`src/rtl/iob_fifo_sync_fwft.sv`:
```
// iob_fifo_sync_fwft
// ------------------
// Synchronous FIFO with asymmetric write/read widths. Storage is a register
// array of 2^ADDR_W slots, each min(W_DATA_W, R_DATA_W) bits wide. A wide word
// occupies N consecutive slots, with the least-significant chunk at the lowest
// address. With FWFT=0 read data is registered and loads one cycle after an
// accepted read. With FWFT=1 the head word is shown whenever the FIFO is not
// empty.
//
// Ports
//   clk_i, rst_i      clock (rising edge), synchronous active-high reset
//   cke_i             clock enable; low freezes all state (reset still acts)
//   w_en_i, w_data_i  write request and data; w_full_o means no room for a word
//   r_en_i, r_data_o  read request and data; r_empty_o means less than one word
//   afull_thr_i       almost-full threshold, in narrow-slot units
//   aempty_thr_i      almost-empty threshold, in narrow-slot units
//   almost_full_o     level_o >= afull_thr_i
//   almost_empty_o    level_o <= aempty_thr_i
//   overflow_o        sticky: a write was attempted while full
//   underflow_o       sticky: a read was attempted while empty
//   clr_err_i         clears both sticky flags
//   level_o           occupancy, in narrow-slot units
module iob_fifo_sync_fwft #(
    parameter int W_DATA_W = 32,
    parameter int R_DATA_W = 8,
    parameter int ADDR_W   = 4,
    parameter int FWFT     = 0
) (
    input  logic                clk_i,
    input  logic                rst_i,
    input  logic                cke_i,
    input  logic                w_en_i,
    input  logic [W_DATA_W-1:0] w_data_i,
    output logic                w_full_o,
    input  logic                r_en_i,
    output logic [R_DATA_W-1:0] r_data_o,
    output logic                r_empty_o,
    input  logic [ADDR_W:0]     afull_thr_i,
    input  logic [ADDR_W:0]     aempty_thr_i,
    output logic                almost_full_o,
    output logic                almost_empty_o,
    output logic                overflow_o,
    output logic                underflow_o,
    input  logic                clr_err_i,
    output logic [ADDR_W:0]     level_o
);

    localparam int MINDATA_W = (W_DATA_W < R_DATA_W) ? W_DATA_W : R_DATA_W;
    localparam int MAXDATA_W = (W_DATA_W > R_DATA_W) ? W_DATA_W : R_DATA_W;
    localparam int N         = MAXDATA_W / MINDATA_W;
    localparam int W_INCR    = (W_DATA_W > R_DATA_W) ? N : 1;
    localparam int R_INCR    = (R_DATA_W > W_DATA_W) ? N : 1;
    localparam int DEPTH     = 1 << ADDR_W;

    localparam logic [ADDR_W:0]   W_INCR_L   = (ADDR_W+1)'(W_INCR);
    localparam logic [ADDR_W:0]   R_INCR_L   = (ADDR_W+1)'(R_INCR);
    localparam logic [ADDR_W:0]   FULL_LIMIT = (ADDR_W+1)'(DEPTH - W_INCR);
    localparam logic [ADDR_W-1:0] W_INCR_A   = ADDR_W'(W_INCR);
    localparam logic [ADDR_W-1:0] R_INCR_A   = ADDR_W'(R_INCR);

    logic [ADDR_W-1:0]    wptr_q, wptr_d;
    logic [ADDR_W-1:0]    rptr_q, rptr_d;
    logic [ADDR_W:0]      level_q, level_d;
    logic                 overflow_q, overflow_d;
    logic                 underflow_q, underflow_d;
    logic [MINDATA_W-1:0] mem_q [DEPTH];
    logic [MINDATA_W-1:0] mem_d [DEPTH];
    logic [R_DATA_W-1:0]  head_word;
    logic                 w_full, r_empty, w_acc, r_acc;

    // Status flags come straight from the registered level.
    assign w_full  = (level_q > FULL_LIMIT);
    assign r_empty = (level_q < R_INCR_L);
    assign w_acc   = w_en_i & ~w_full;
    assign r_acc   = r_en_i & ~r_empty;

    always_comb begin
        wptr_d      = wptr_q;
        rptr_d      = rptr_q;
        level_d     = level_q + (w_acc ? W_INCR_L : '0) - (r_acc ? R_INCR_L : '0);
        overflow_d  = overflow_q;
        underflow_d = underflow_q;
        if (w_acc) wptr_d = wptr_q + W_INCR_A;
        if (r_acc) rptr_d = rptr_q + R_INCR_A;
        // Clear first so that a new error in the same cycle wins.
        if (clr_err_i) begin
            overflow_d  = 1'b0;
            underflow_d = 1'b0;
        end
        if (w_en_i && w_full)  overflow_d  = 1'b1;
        if (r_en_i && r_empty) underflow_d = 1'b1;
    end

    // Scatter an accepted write word over W_INCR consecutive slots.
    always_comb begin
        mem_d = mem_q;
        if (w_acc) begin
            for (int i = 0; i < W_INCR; i++) begin
                mem_d[wptr_q + ADDR_W'(i)] = w_data_i[i*MINDATA_W +: MINDATA_W];
            end
        end
    end

    // Gather the word at the read pointer from R_INCR consecutive slots.
    always_comb begin
        head_word = '0;
        for (int i = 0; i < R_INCR; i++) begin
            head_word[i*MINDATA_W +: MINDATA_W] = mem_q[rptr_q + ADDR_W'(i)];
        end
    end

    // The array is never reset; a write presented during reset is dropped.
    always_ff @(posedge clk_i) begin
        if (cke_i && !rst_i) mem_q <= mem_d;
    end

    always_ff @(posedge clk_i) begin
        if (rst_i) begin
            wptr_q      <= '0;
            rptr_q      <= '0;
            level_q     <= '0;
            overflow_q  <= 1'b0;
            underflow_q <= 1'b0;
        end else if (cke_i) begin
            wptr_q      <= wptr_d;
            rptr_q      <= rptr_d;
            level_q     <= level_d;
            overflow_q  <= overflow_d;
            underflow_q <= underflow_d;
        end
    end

    generate
        if (FWFT == 0) begin : g_reg_read
            logic [R_DATA_W-1:0] r_data_q, r_data_d;

            always_comb begin
                r_data_d = r_data_q;
                if (r_acc) r_data_d = head_word;
            end

            always_ff @(posedge clk_i) begin
                if (rst_i) begin
                    r_data_q <= '0;
                end else if (cke_i) begin
                    r_data_q <= r_data_d;
                end
            end

            assign r_data_o = r_data_q;
        end else begin : g_fwft_read
            // Masked while empty so stale or partial slots never show.
            assign r_data_o = r_empty ? '0 : head_word;
        end
    endgenerate

    assign w_full_o       = w_full;
    assign r_empty_o      = r_empty;
    assign level_o        = level_q;
    assign overflow_o     = overflow_q;
    assign underflow_o    = underflow_q;
    assign almost_full_o  = (level_q >= afull_thr_i);
    assign almost_empty_o = (level_q <= aempty_thr_i);

endmodule

```
`config.mk`:
```
export PLATFORM = sky130hd
export DESIGN_NAME = iob_fifo_sync_fwft
export DESIGN_NICKNAME = d
export VERILOG_FILES = /design/src/rtl/iob_fifo_sync_fwft.sv
export SDC_FILE = /design/constraint.sdc
export NUM_CORES = 1
export LEC_CHECK = 0
export BUFFER_PORTS_ARGS = -buffer_cell sky130_fd_sc_hd__buf_4
export CORE_ASPECT_RATIO = 0.9
export CORE_MARGIN = 5
export CORE_UTILIZATION = 35
export DETAILED_ROUTE_END_ITERATION = 8
export GPL_TIMING_DRIVEN = 1
export PLACE_DENSITY = 0.57
export SYNTH_ARGS = -nofsm -noshare
export SYNTH_HDL_FRONTEND = slang
export SYNTH_SLANG_ARGS = --single-unit
```
`constraint.sdc`:
```
create_clock -name clk_i -period 3.5 [get_ports clk_i]
set_clock_uncertainty 0.15 [all_clocks]
set_input_delay 0.7 -clock clk_i [delete_from_list [all_inputs] [get_ports clk_i]]
set_output_delay 0.7 -clock clk_i [all_outputs]
set_load 0.02 [all_outputs]
```
After elaboration in Yosys (flattened, before gate mapping)
Cells that the tools add are included.
- $lt $le $gt $ge: 13
- bitwise operators: 9
- mux-type cells: 20
- reductions and logical operators: 15
- add/subtract/negate cells: 7
- operator list (kind ; count):
    128-bit bitwise mux ; 4
    8-bit demux with 4-bit select ; 4
    8-bit 2-to-1 mux ; 6
    8-bit binary-select mux with 4-bit select ; 1
    5-bit greater-or-equal comparator, second input constant ; 5
    5-bit by 1-bit less-than comparator with 1-bit output, second input constant ; 5
    4-bit NOT with 5-bit output ; 5
    2-bit AND reduction ; 5
    4-bit by 1-bit adder with 4-bit output, second input constant ; 2
    4-bit by 2-bit adder with 4-bit output, second input constant ; 2
    1-bit logical AND ; 7
    5-bit by 3-bit adder with 5-bit output ; 1
    5-bit greater-or-equal comparator ; 1
    5-bit by 4-bit > comparator with 1-bit output, second input constant ; 1
    5-bit less-or-equal comparator ; 1
    5-bit by 1-bit subtractor with 5-bit output ; 1
    4-bit by 3-bit adder with 4-bit output, second input constant ; 1
    1-bit 2-to-1 mux ; 4
    2-bit nonzero test ; 2
    3-bit 2-to-1 mux ; 1
    1-bit bitwise AND ; 2
    1-bit NOT ; 2
    1-bit zero test ; 1
- bits in registers: 151

Longest topological paths before layout
Gate-level depths: netlist of the first run.
- word-level depth: 9
- gate-level depth with buffers: 13
- gate-level depth less buffers: 13

Least setup slack after synthesis of the first run
No wires, ideal clock.
- path type: input to output
- from: in aempty_thr_i[1]
- to: out almost_empty_o
- data arrival time: 1.951 ns
- buffers on the path: 0
- slack: 0.699 ns
- cell stages on the path: 7
- cell sequence: inv_1 -> ha_1 -> nor2b_1 -> o21a_1 -> o21a_1 -> o21a_1 -> o22ai_1
- longest elaborated chain between the ends: 1
- RTL lines (what ; RTL line ; text):
    start: declaration ; 39 ; input logic [ADDR_W:0] aempty_thr_i,
    5-bit less-or-equal comparator ; 163 ; assign almost_empty_o = (level_q <= aempty_thr_i);
    end: declaration ; 41 ; output logic almost_empty_o,
Every way passes these cells.

Worst setup path in the final report of the first run
- from: reg level_q[1], in the netlist level_o[1]
- to: out almost_empty_o
- longest elaborated chain between the ends: 1
- RTL lines (what ; RTL line ; text):
    start: declaration ; 63 ; logic [ADDR_W:0] level_q, level_d;
    start signal: assignment ; 127 ; level_q <= level_d;
    5-bit less-or-equal comparator ; 163 ;
Every way passes these cells.

==> results of run 1 <==
worst paths after layout:
check / startpoint / to / slack [ns]
min reg2reg: overflow_o / overflow_o / 0.35
min: w_data_i[4] / mem_q[60] / 0.34
max: level_o[1] / almost_empty_o / 0.50
max reg2reg: level_o[3] / level_o[3] / 0.86
power by group:
part / internal [mW] / switching (mW)
Combinational: 0.385 / 0.395
Sequential: 2.01 / 0.0822
Clock: 1.03 / 0.656
logic make-up (layout without fill, tap and decap cells):
| family | Yosys count | count (layout) | synth area share |
|---|---|---|---|
| adder cells (fa/ha/maj) | 24 | 24 | 0.0482 |
| flip-flops | 149 | 149 | 0.668 |
| AND/OR/NAND/NOR | 80 | 80 | 0.0697 |
| buffers and inverters | 36 | 135 | 0.0266 |
| multiplexers | 52 | 52 | 0.150 |
| AO/OA/AOI/OAI | 25 | 25 | 0.0298 |
| XOR/XNOR | 6 | 6 | 0.00823 |
through the flow:
step	utilization	area (um^2)	instances
5_1_grt	0.436	7760	711
3_5_place_dp	0.406	7210	679
2_1_floorplan	-	6390	372
6_report	0.436	7760	711
3_3_place_gp	0.406	7210	679
4_1_cts	0.436	7760	711
synth_stat cells, types with 2 or more instances:
cell type	instances
edfxtp_1	128
and2_1	37
mux4_2	28
ha_1	23
dfxtp_1	21
inv_1	20
nor2_1	17
mux2_2	16
nor3b_1	10
clkbuf_1	9
a221o_1	8
nand2_1	8
a21oi_1	5
mux2i_1	4
mux4_1	4
xnor2_1	4
a211oi_1	3
o21a_1	3
buf_1	2
buf_6	2
nand3_1	2
nor2b_1	2
nor3_1	2
o21ai_1	2
xor2_1	2
layout make-up:
class                           instances  area [um^2]  share of cell area
Tap cell                              240          300              0.0387
Clock inverter                         12          113              0.0145
Clock buffer                           20          437              0.0563
Timing Repair Buffer                   82          616              0.0793
Sequential cell                       149         4270               0.550
Multi-Input combinational cell        187         1950               0.251
Inverter                               21         78.8              0.0102
sequential cells by signal (all words and copies together), names as in the netlist:
register / flops
wptr_q: 2
overflow_o: 1
level_o: 5
rptr_q: 4
r_data_o: 8
underflow_o: 1
mem_q: 128
metal layers:
metal	global-route usage	share of wire	wire, um
met1	0.171	0.45	6030
met2	0.210	0.49	6460
met3	0.0459	0.052	695
met4	0.0331	0.0065	87
met5	0	0.0015	20
==> summary.md, run 1 <==
| Metric | Value |
|---|---|
| CTS Hold Bufs | `0` |
| Synth Flop Type | `edfxtp_1` |
| Setup crit end kind | `primary output` |
| Overall global routing resource usage | `0.131` |
| Vias in the first global route | `roughly 3,800` |
| # DRC | `0` |
| Slowest cell delay on critical path | `0.52 ns` |
| Share of cells above drive strength 1 | `0.329` |
| Startpoint types | `flop` |
| Peak supply drop | `between 0.3 and 0.4 mV` |
| Num CTS Buffers | `17` |
| Share of the synthesized area in the top cell type | `0.602` |
| Detailed Routing Iterations Pass 1 | `4` |
| Via density | `~4.8` |
| WP buf/inv | `1` |
| DP Worst Slack | `0.634 ns` |
| Post-synthesis sequential area ratio | `0.668` |
| Slew Limit Fails | `0` |
| Max Freq | `0.333 GHz` |
| Worst Path Required | `2.65 ns` |
| Final Cycle Share | `0.857` |
| IO buf count | `66` |
| Reg2Reg Depth | `13` |
| Num rows | `between 40 and 50` |
| Synth Area per Inst | `between 15 and 20 um^2` |
| Final worst slack | `about 0.50 ns` |
| Hold Crit Class | `in2reg` |
| Wirelength per Cell | `about 19 um` |
| Kind of critical path | `reg2out` |
| Ports | `67` |
| Worst path most repeated cell | `o21a_1` |
| Final nets | `530` |
| Initial Utilization | `0.359` |
| Htree depth | `4` |
| Min cycle time layout | `around 3.0 ns` |
| Yosys warnings | `0` |
| Post-synth top area cell | `edfxtp_1` |
| Max-cap violations | `0` |
| Family with the most delay on the worst path | `compound AO/OA/AOI/OAI gates` |
| Cell Area, Synth | `approximately 6400 um^2` |
| Fin Setup TNS | `0 ns` |
| Die Footprint | `approximately 21,000 um^2` |
| Outcome | `completed` |
| Core Box Area | `17,800 um^2` |
| Post-CTS setup buffer count | `0` |
| Hold depth | `1` |
| Area contributors post-synth | `edfxtp_1 (60%), mux4_2 (9.9%), dfxtp_1 (6.6%)` |
| Global-route wire length before repair | `around 21 mm` |
| CP Depth | `7` |
| Initial DRC Count | `between 200 and 250` |
| Yosys reg bits | `roughly 150` |
| Relative max-transition margin | `0.306` |
| N_diodes | `0` |
| DPL Wire Length | `between 8 and 9 mm` |
| Number of synthesized flops with an enable pin | `between 100 and 150` |
| CTS-repair resized insts | `0` |
| Critical path arrival | `about 2.2 ns` |
| Post-Syn Nets | `~440` |
| Initial antenna violation count | `1` |
| Largest net degree at the start of global routing | `25` |
| Sink Count | `~150` |
| Leakage | `between 2 and 3 nW` |
| CTS tree | `built` |
| Share of flip-flops with an asynchronous set or reset | `0` |
| Hold Worst Slack | `0.342 ns` |
| Grt ovf | `0` |
| Worst-margin pin slew | `between 1 and 1.5 ns` |
| Endpoints failing setup | `0` |
| Via count | `between 3,000 and 4,000` |
| Clk_lat worst skew | `0.41 ns` |
| Critical Path Fanout Max | `8` |
| Slowest cell on the critical path | `dfxtp_1` |
| Synth cell types | `35` |
| Fin. Hold Viols | `0` |
| Pwr Total | `about 4.6 mW` |
| Power per cell area | `roughly 600 nW/um^2` |
| Fillers | `approximately 1,600` |
| Max clock buf depth | `2` |
| Commonest non-fill, non-tap cells in the layout | `edfxtp_1 (128), buf_4 (82), and2_1 (37), mux4_2 (28), ha_1 (23)` |
| Most common cell after layout, fill and taps aside | `edfxtp_1` |
| Area grow syn2layout | `21.5%` |
| Drt total wl | `between 10 and 15 mm` |
| Global placement routability congestion | `0.715` |
| Antenna viol nets, final | `0` |
| Die Span Y | `~140 um` |
| Die width | `152 um` |
| Crit-path cells | `ha_1, nor2b_1, o21a_1, o21a_1, o21a_1, o22ai_1, buf_4` |
| Clk pin slew, worst setup/hold paths | `approximately 0.06 ns` |
| Root Buffer | `clkbuf_16` |
| RSZ-0062 raised after global routing | `false` |
| Gate Count Post-Synth | `approximately 370` |
No activity file was read; power rests on OpenSTA's default activity.
==> run 2, diff against run 1 <==
Settings changed: BUFFER_PORTS_ARGS -buffer_cell sky130_fd_sc_hd__buf_4 to unset, DONT_BUFFER_PORTS set to 1, PLACE_DENSITY 0.57 to 0.54.
==> summary.md, run 2 (synthesized netlist as in run 1, its figures left out) <==
| Metric | Value |
|---|---|
| N_diodes | `0` |
| Largest net degree at the start of global routing | `25` |
| Grt ovf | `0` |
| Finished Cell Area | `about 7300 um^2` |
| Clk pin slew, worst setup/hold paths | `roughly 0.07 ns` |
| Largest Register | `mem_q` |
| Post-DP Area | `a little under 7000 um^2` |
| RSZ-0062 raised after global routing | `false` |
| Peak supply drop | `0.347 mV` |
| Sink Count | `149` |
| Area grow syn2layout | `14.8%` |
| Num rows | `46` |
| Startpoint types | `flop` |
| Leakage | `2.51 nW` |
| Slowest cell on the critical path | `dfxtp_1` |
| Max reg flops | `around 130` |
| Hold Crit Class | `in2reg` |
| Worst-margin pin slew | `~0.94 ns` |
| Setup crit end kind | `primary output` |
| Final Cycle Share | `0.864` |
| Relative max-transition margin | `0.370` |
| Fin. Hold Viols | `0` |
| Min cycle time layout | `approximately 3.0 ns` |
| Pwr Total | `4.54 mW` |
| Crit-path cells | `ha_1, o21a_1, o21a_1, o21a_1, o22ai_1` |
| Global-route wire length before repair | `20.0 mm` |
| CTS Hold Bufs | `0` |
| Endpoints failing setup | `0` |
| Vias in the first global route | `3,364` |
| CTS-repair resized insts | `0` |
| Final worst slack | `roughly 0.48 ns` |
| Antenna viol nets, final | `0` |
| Slowest cell delay on critical path | `about 0.6 ns` |
| Core Box Area | `about 18,000 um^2` |
| Via density | `4.85` |
| Ports | `67` |
| Kind of critical path | `reg2out` |
| Htree depth | `4` |
| Global placement routability congestion | `between 0.7 and 0.8` |
| Wirelength per Cell | `about 20 um` |
| Drt total wl | `12.8 mm` |
| Fin Setup TNS | `0 ns` |
| Worst Path Required | `~2.7 ns` |
| Max-cap violations | `0` |
| Clk_lat worst skew | `approximately 0.42 ns` |
| Critical path arrival | `2.17 ns` |
| Detailed Routing Iterations Pass 1 | `4` |
| # DRC | `0` |
| Share of cells above drive strength 1 | `0.232` |
| Slew Limit Fails | `0` |
| Overall global routing resource usage | `0.125` |
| Commonest non-fill, non-tap cells in the layout | `edfxtp_1 (128), and2_1 (37), mux4_2 (28), ha_1 (23)` |
| Num CTS Buffers | `17` |
| Most common cell after layout, fill and taps aside | `edfxtp_1` |
| Critical Path Fanout Max | `7` |
| Die Footprint | `roughly 21,000 um^2` |
| IO buf count | `0` |
| Max clock buf depth | `2` |
| Initial DRC Count | `between 150 and 200` |
| Power per cell area | `619 nW/um^2` |
| Die Span Y | `~140 um` |
| Die width | `between 150 and 200 um` |
| Outcome | `completed` |
| Worst path most repeated cell | `o21a_1` |
| Max Freq | `about 0.33 GHz` |
| Via count | `around 3,100` |
| CTS tree | `built` |
| DP Worst Slack | `0.624 ns` |
| Root Buffer | `clkbuf_16` |
| DPL Wire Length | `roughly 8.7 mm` |
| Initial Utilization | `0.359` |
| Final nets | `between 400 and 500` |
| Post-CTS setup buffer count | `0` |
| Initial antenna violation count | `0` |
## run 2: worst max-delay path: cells and delay by family, from the launching register on
| kind | cells | cell delay (ns) |
|---|---|---|
| AOI/OAI and AO/OA | 4 | 0.82 |
| DFF | 1 | 0.60 |
| adders and majority gates | 1 | 0.33 |
## run 2: final timing paths
kind         slack (ns)  startpoint              to  cells after the start
max                0.48  level_o[2]  almost_empty_o                      5
min                0.20       rst_i     underflow_o                      1
max reg2reg        0.63  level_o[3]      level_o[3]                     13
min reg2reg        0.39   rptr_q[3]       rptr_q[3]                      2
## run 2: metrics by stage
stage,std cells,hold slack (ns),util
5_1_grt,646,0.178,0.412
2_1_floorplan,372,0.344,-
6_report,646,0.199,0.412
3_5_place_dp,614,0.370,0.379
4_1_cts,646,0.179,0.412
3_3_place_gp,614,0.358,0.379
## run 2: final cells by class
cell class	instances	area, um^2
Fill cell	1609	10500
Sequential cell	149	4270
Multi-Input combinational cell	187	1950
Clock buffer	17	425
Tap cell	240	300
Clock inverter	15	170
Timing Repair Buffer	17	140
Inverter	21	78.8
## run 2: where the power goes
group / total, mW / internal, mW / leakage (nW) / switching, mW
registers: 2.13 / 2.01 / 1.36 / 0.120
clock network: 1.81 / 1.07 / 0.282 / 0.739
logic: 0.608 / 0.289 / 0.865 / 0.319
## run 2: layer usage
layer,up-vias,global-route usage,share of wire
li1,1483,-,-
met4,0,0.0369,0.0075
met5,-,0,0
met2,68,0.205,0.49
met1,1577,0.154,0.43
met3,8,0.0512,0.070
==> run 3, diff against run 2 <==
--- a/config.mk
+++ b/config.mk
@@ -8,9 +8,10 @@
 export CORE_ASPECT_RATIO = 0.9
 export CORE_MARGIN = 5
-export CORE_UTILIZATION = 35
+export CORE_UTILIZATION = 38
 export DETAILED_ROUTE_END_ITERATION = 8
 export DONT_BUFFER_PORTS = 1
 export GPL_TIMING_DRIVEN = 1
-export PLACE_DENSITY = 0.54
+export HOLD_SLACK_MARGIN = 0.15
+export PLACE_DENSITY = 0.57
 export SYNTH_ARGS = -nofsm -noshare
 export SYNTH_HDL_FRONTEND = slang
==> constraint.sdc (replaced) <==
create_clock -name clk_i -period 3.5 [get_ports clk_i]
set_clock_uncertainty 0.15 [all_clocks]
set_input_delay 0.175 -clock clk_i [delete_from_list [all_inputs] [get_ports clk_i]]
set_output_delay 0.175 -clock clk_i [all_outputs]
set_load 0.02 [all_outputs]
==> summary.md, run 3 (synthesized netlist as in run 1, its figures left out) <==
| Metric | Value |
|---|---|
| Worst-margin pin slew | `1.01 ns` |
| Root Buffer | `clkbuf_16` |
| N_diodes | `0` |
| Ports | `67` |
| Grt ovf | `0` |
| Peak supply drop | `between 0.4 and 0.5 mV` |
| Outcome | `completed` |
| Max Freq | `between 0.3 and 0.4 GHz` |
| Hold Crit Start | `rst_i` |
| Core Box Area | `between 15,000 and 20,000 um^2` |
| Startpoint types | `flop` |
| Metal-1 WL | `5.52 mm` |
| Share of cells above drive strength 1 | `0.204` |
| Initial DRC Count | `roughly 170` |
| Htree depth | `4` |
| Met2 Wirelength | `6.41 mm` |
| Global placement routability congestion | `approximately 0.76` |
| Wire length on met3 | `roughly 760 um` |
| Clk_lat worst skew | `just over 0.4 ns` |
| Register area | `approximately 4300 um^2` |
| # DRC | `0` |
| Antenna viol nets, final | `0` |
| Highest metal layer with signal wires | `met4` |
| CTS tree | `built` |
| Hold Crit Class | `in2reg` |
| Global-route wire length before repair | `20.2 mm` |
| Final nets | `roughly 500` |
| Commonest non-fill, non-tap cells in the layout | `edfxtp_1 (128), dlygate4sd3_1 (39), and2_1 (37), mux4_2 (28), ha_1 (23)` |
| Critical Path Fanout Max | `7` |
| RSZ-0062 raised after global routing | `false` |
| Setup crit end kind | `flop` |
| Hold path endpoint | `r_data_o[6]` |
| Flop-to-flop setup slack | `between 0.6 and 0.7 ns` |
| Die Span Y | `approximately 130 um` |
| Area grow syn2layout | `19.8%` |
| Detailed Routing Iterations Pass 1 | `4` |
| Most common cell after layout, fill and taps aside | `edfxtp_1` |
| Footprint of the multi-input gates | `approximately 2000 um^2` |
| Sink Count | `between 100 and 150` |
| DPL Wire Length | `about 8.5 mm` |
| Worst Path Required | `3.62 ns` |
| Final Cycle Share | `0.816` |
| Clk pin slew, worst setup/hold paths | `0.06 ns` |
| Wirelength per Cell | `approximately 20 um` |
| Max clock buf depth | `2` |
| Via count | `between 3,000 and 4,000` |
| Max reg flops | `~130` |
| Final core utilization | `0.459` |
| Num CTS Buffers | `17` |
| Power per cell area | `a little under 600 nW/um^2` |
| Critical path origin | `level_o[3]` |
| Vias in the first global route | `approximately 3,600` |
| Critical path arrival | `between 2 and 3 ns` |
| Slew Limit Fails | `0` |
| Drt total wl | `around 13 mm` |
| Fin. Hold Viols | `0` |
| Endpoints failing setup | `0` |
| Fillers | `roughly 1,500` |
| Worst R2R Start | `level_o[3]` |
| Num rows | `45` |
| Overall global routing resource usage | `0.137` |
| Largest Register | `mem_q` |
| Die width | `around 150 um` |
| Slowest cell delay on critical path | `0.60 ns` |
| Initial Utilization | `0.383` |
| Leakage | `between 2 and 3 nW` |
| Crit-path cells | `inv_1, ha_1, o31ai_1, nand2_1, and2_1, ha_1, inv_1, ha_1, inv_1, fa_1, xnor2_1, mux2i_1, nor2_1` |
| Min cycle time layout | `about 2.9 ns` |
| Via density | `between 5 and 6` |
| Reg2Reg Depth | `13` |
| Fin Setup TNS | `0 ns` |
| Kind of critical path | `reg2reg` |
| Die Footprint | `19,500 um^2` |
| Hold depth | `3` |
| Largest net degree at the start of global routing | `33` |
| Relative max-transition margin | `0.326` |
| CTS-repair resized insts | `0` |
| Initial antenna violation count | `0` |
| Max-cap violations | `0` |
| FF-to-FF End | `level_o[3]` |
| IO buf count | `0` |
| Slowest cell on the critical path | `dfxtp_1` |
-- run 3: per-layer routing --
layer,GRT usage,up-vias
met5,0,-
met4,0.0387,0
met3,0.0473,14
met2,0.225,73
met1,0.173,1723
li1,-,1556
-- run 3: worst max-delay path: cells and delay by family, from the launching register on --
| kind | cells | cell delay, ns |
|---|---|---|
| flops | 1 | 0.60 |
| xor+xnor | 1 | 0.13 |
| mux | 1 | 0.13 |
| fa+ha+maj | 4 | 0.92 |
| buf+inv | 3 | 0.26 |
| compound gates | 1 | 0.08 |
| simple gates | 3 | 0.42 |
-- run 3: report_power, final --
group / total (mW) / internal, mW / switching (mW)
logic: 0.650 / 0.314 / 0.335
clock network: 1.77 / 1.06 / 0.713
registers: 2.14 / 2.01 / 0.130
total: 4.56 / 3.38 / 1.18
-- run 3: final cells by class --
cell class,instances,share of cell area
well taps,211,0.0345
inverters,21,0.0103
clock buffers,19,0.0566
repair buffers,53,0.0664
flip-flops and latches,149,0.558
clock inverters,13,0.0193
multi-input cells,187,0.255
-- run 3: what timing repair did --
action / 4_1_cts / 5_1_grt
setup endpoints to repair: 0 / 0
endpoints found under the hold margin: 149 / 0
setup buffers: 0 / 0
hold buffers: 39 / 0
-- run 3: worst max path at each step --
stage	endpoint	slack (ns)	cells after the start
2_1_floorplan	mem_q[0]	0.74	6
3_3_place_gp	level_o[4]	0.74	14
4_1_cts	level_o[3]	0.60	13
6_report	level_o[3]	0.64	13
5_1_grt	level_o[4]	0.38	14
3_5_place_dp	level_o[4]	0.66	14
-- run 3: stage by stage --
step | hold WS, ns | setup WS (ns) | power [mW] | std cells | instance area [um^2]
2_1_floorplan | 0.124 | 0.736 | 2.62 | 372 | 6390
3_3_place_gp | 0.0968 | 0.738 | 2.76 | 582 | 6680
3_5_place_dp | 0.0985 | 0.656 | 2.78 | 582 | 6680
4_1_cts | 0.157 | 0.597 | 4.61 | 653 | 7650
5_1_grt | 0.172 | 0.384 | 4.78 | 653 | 7650
6_report | 0.171 | 0.644 | 4.56 | 653 | 7650
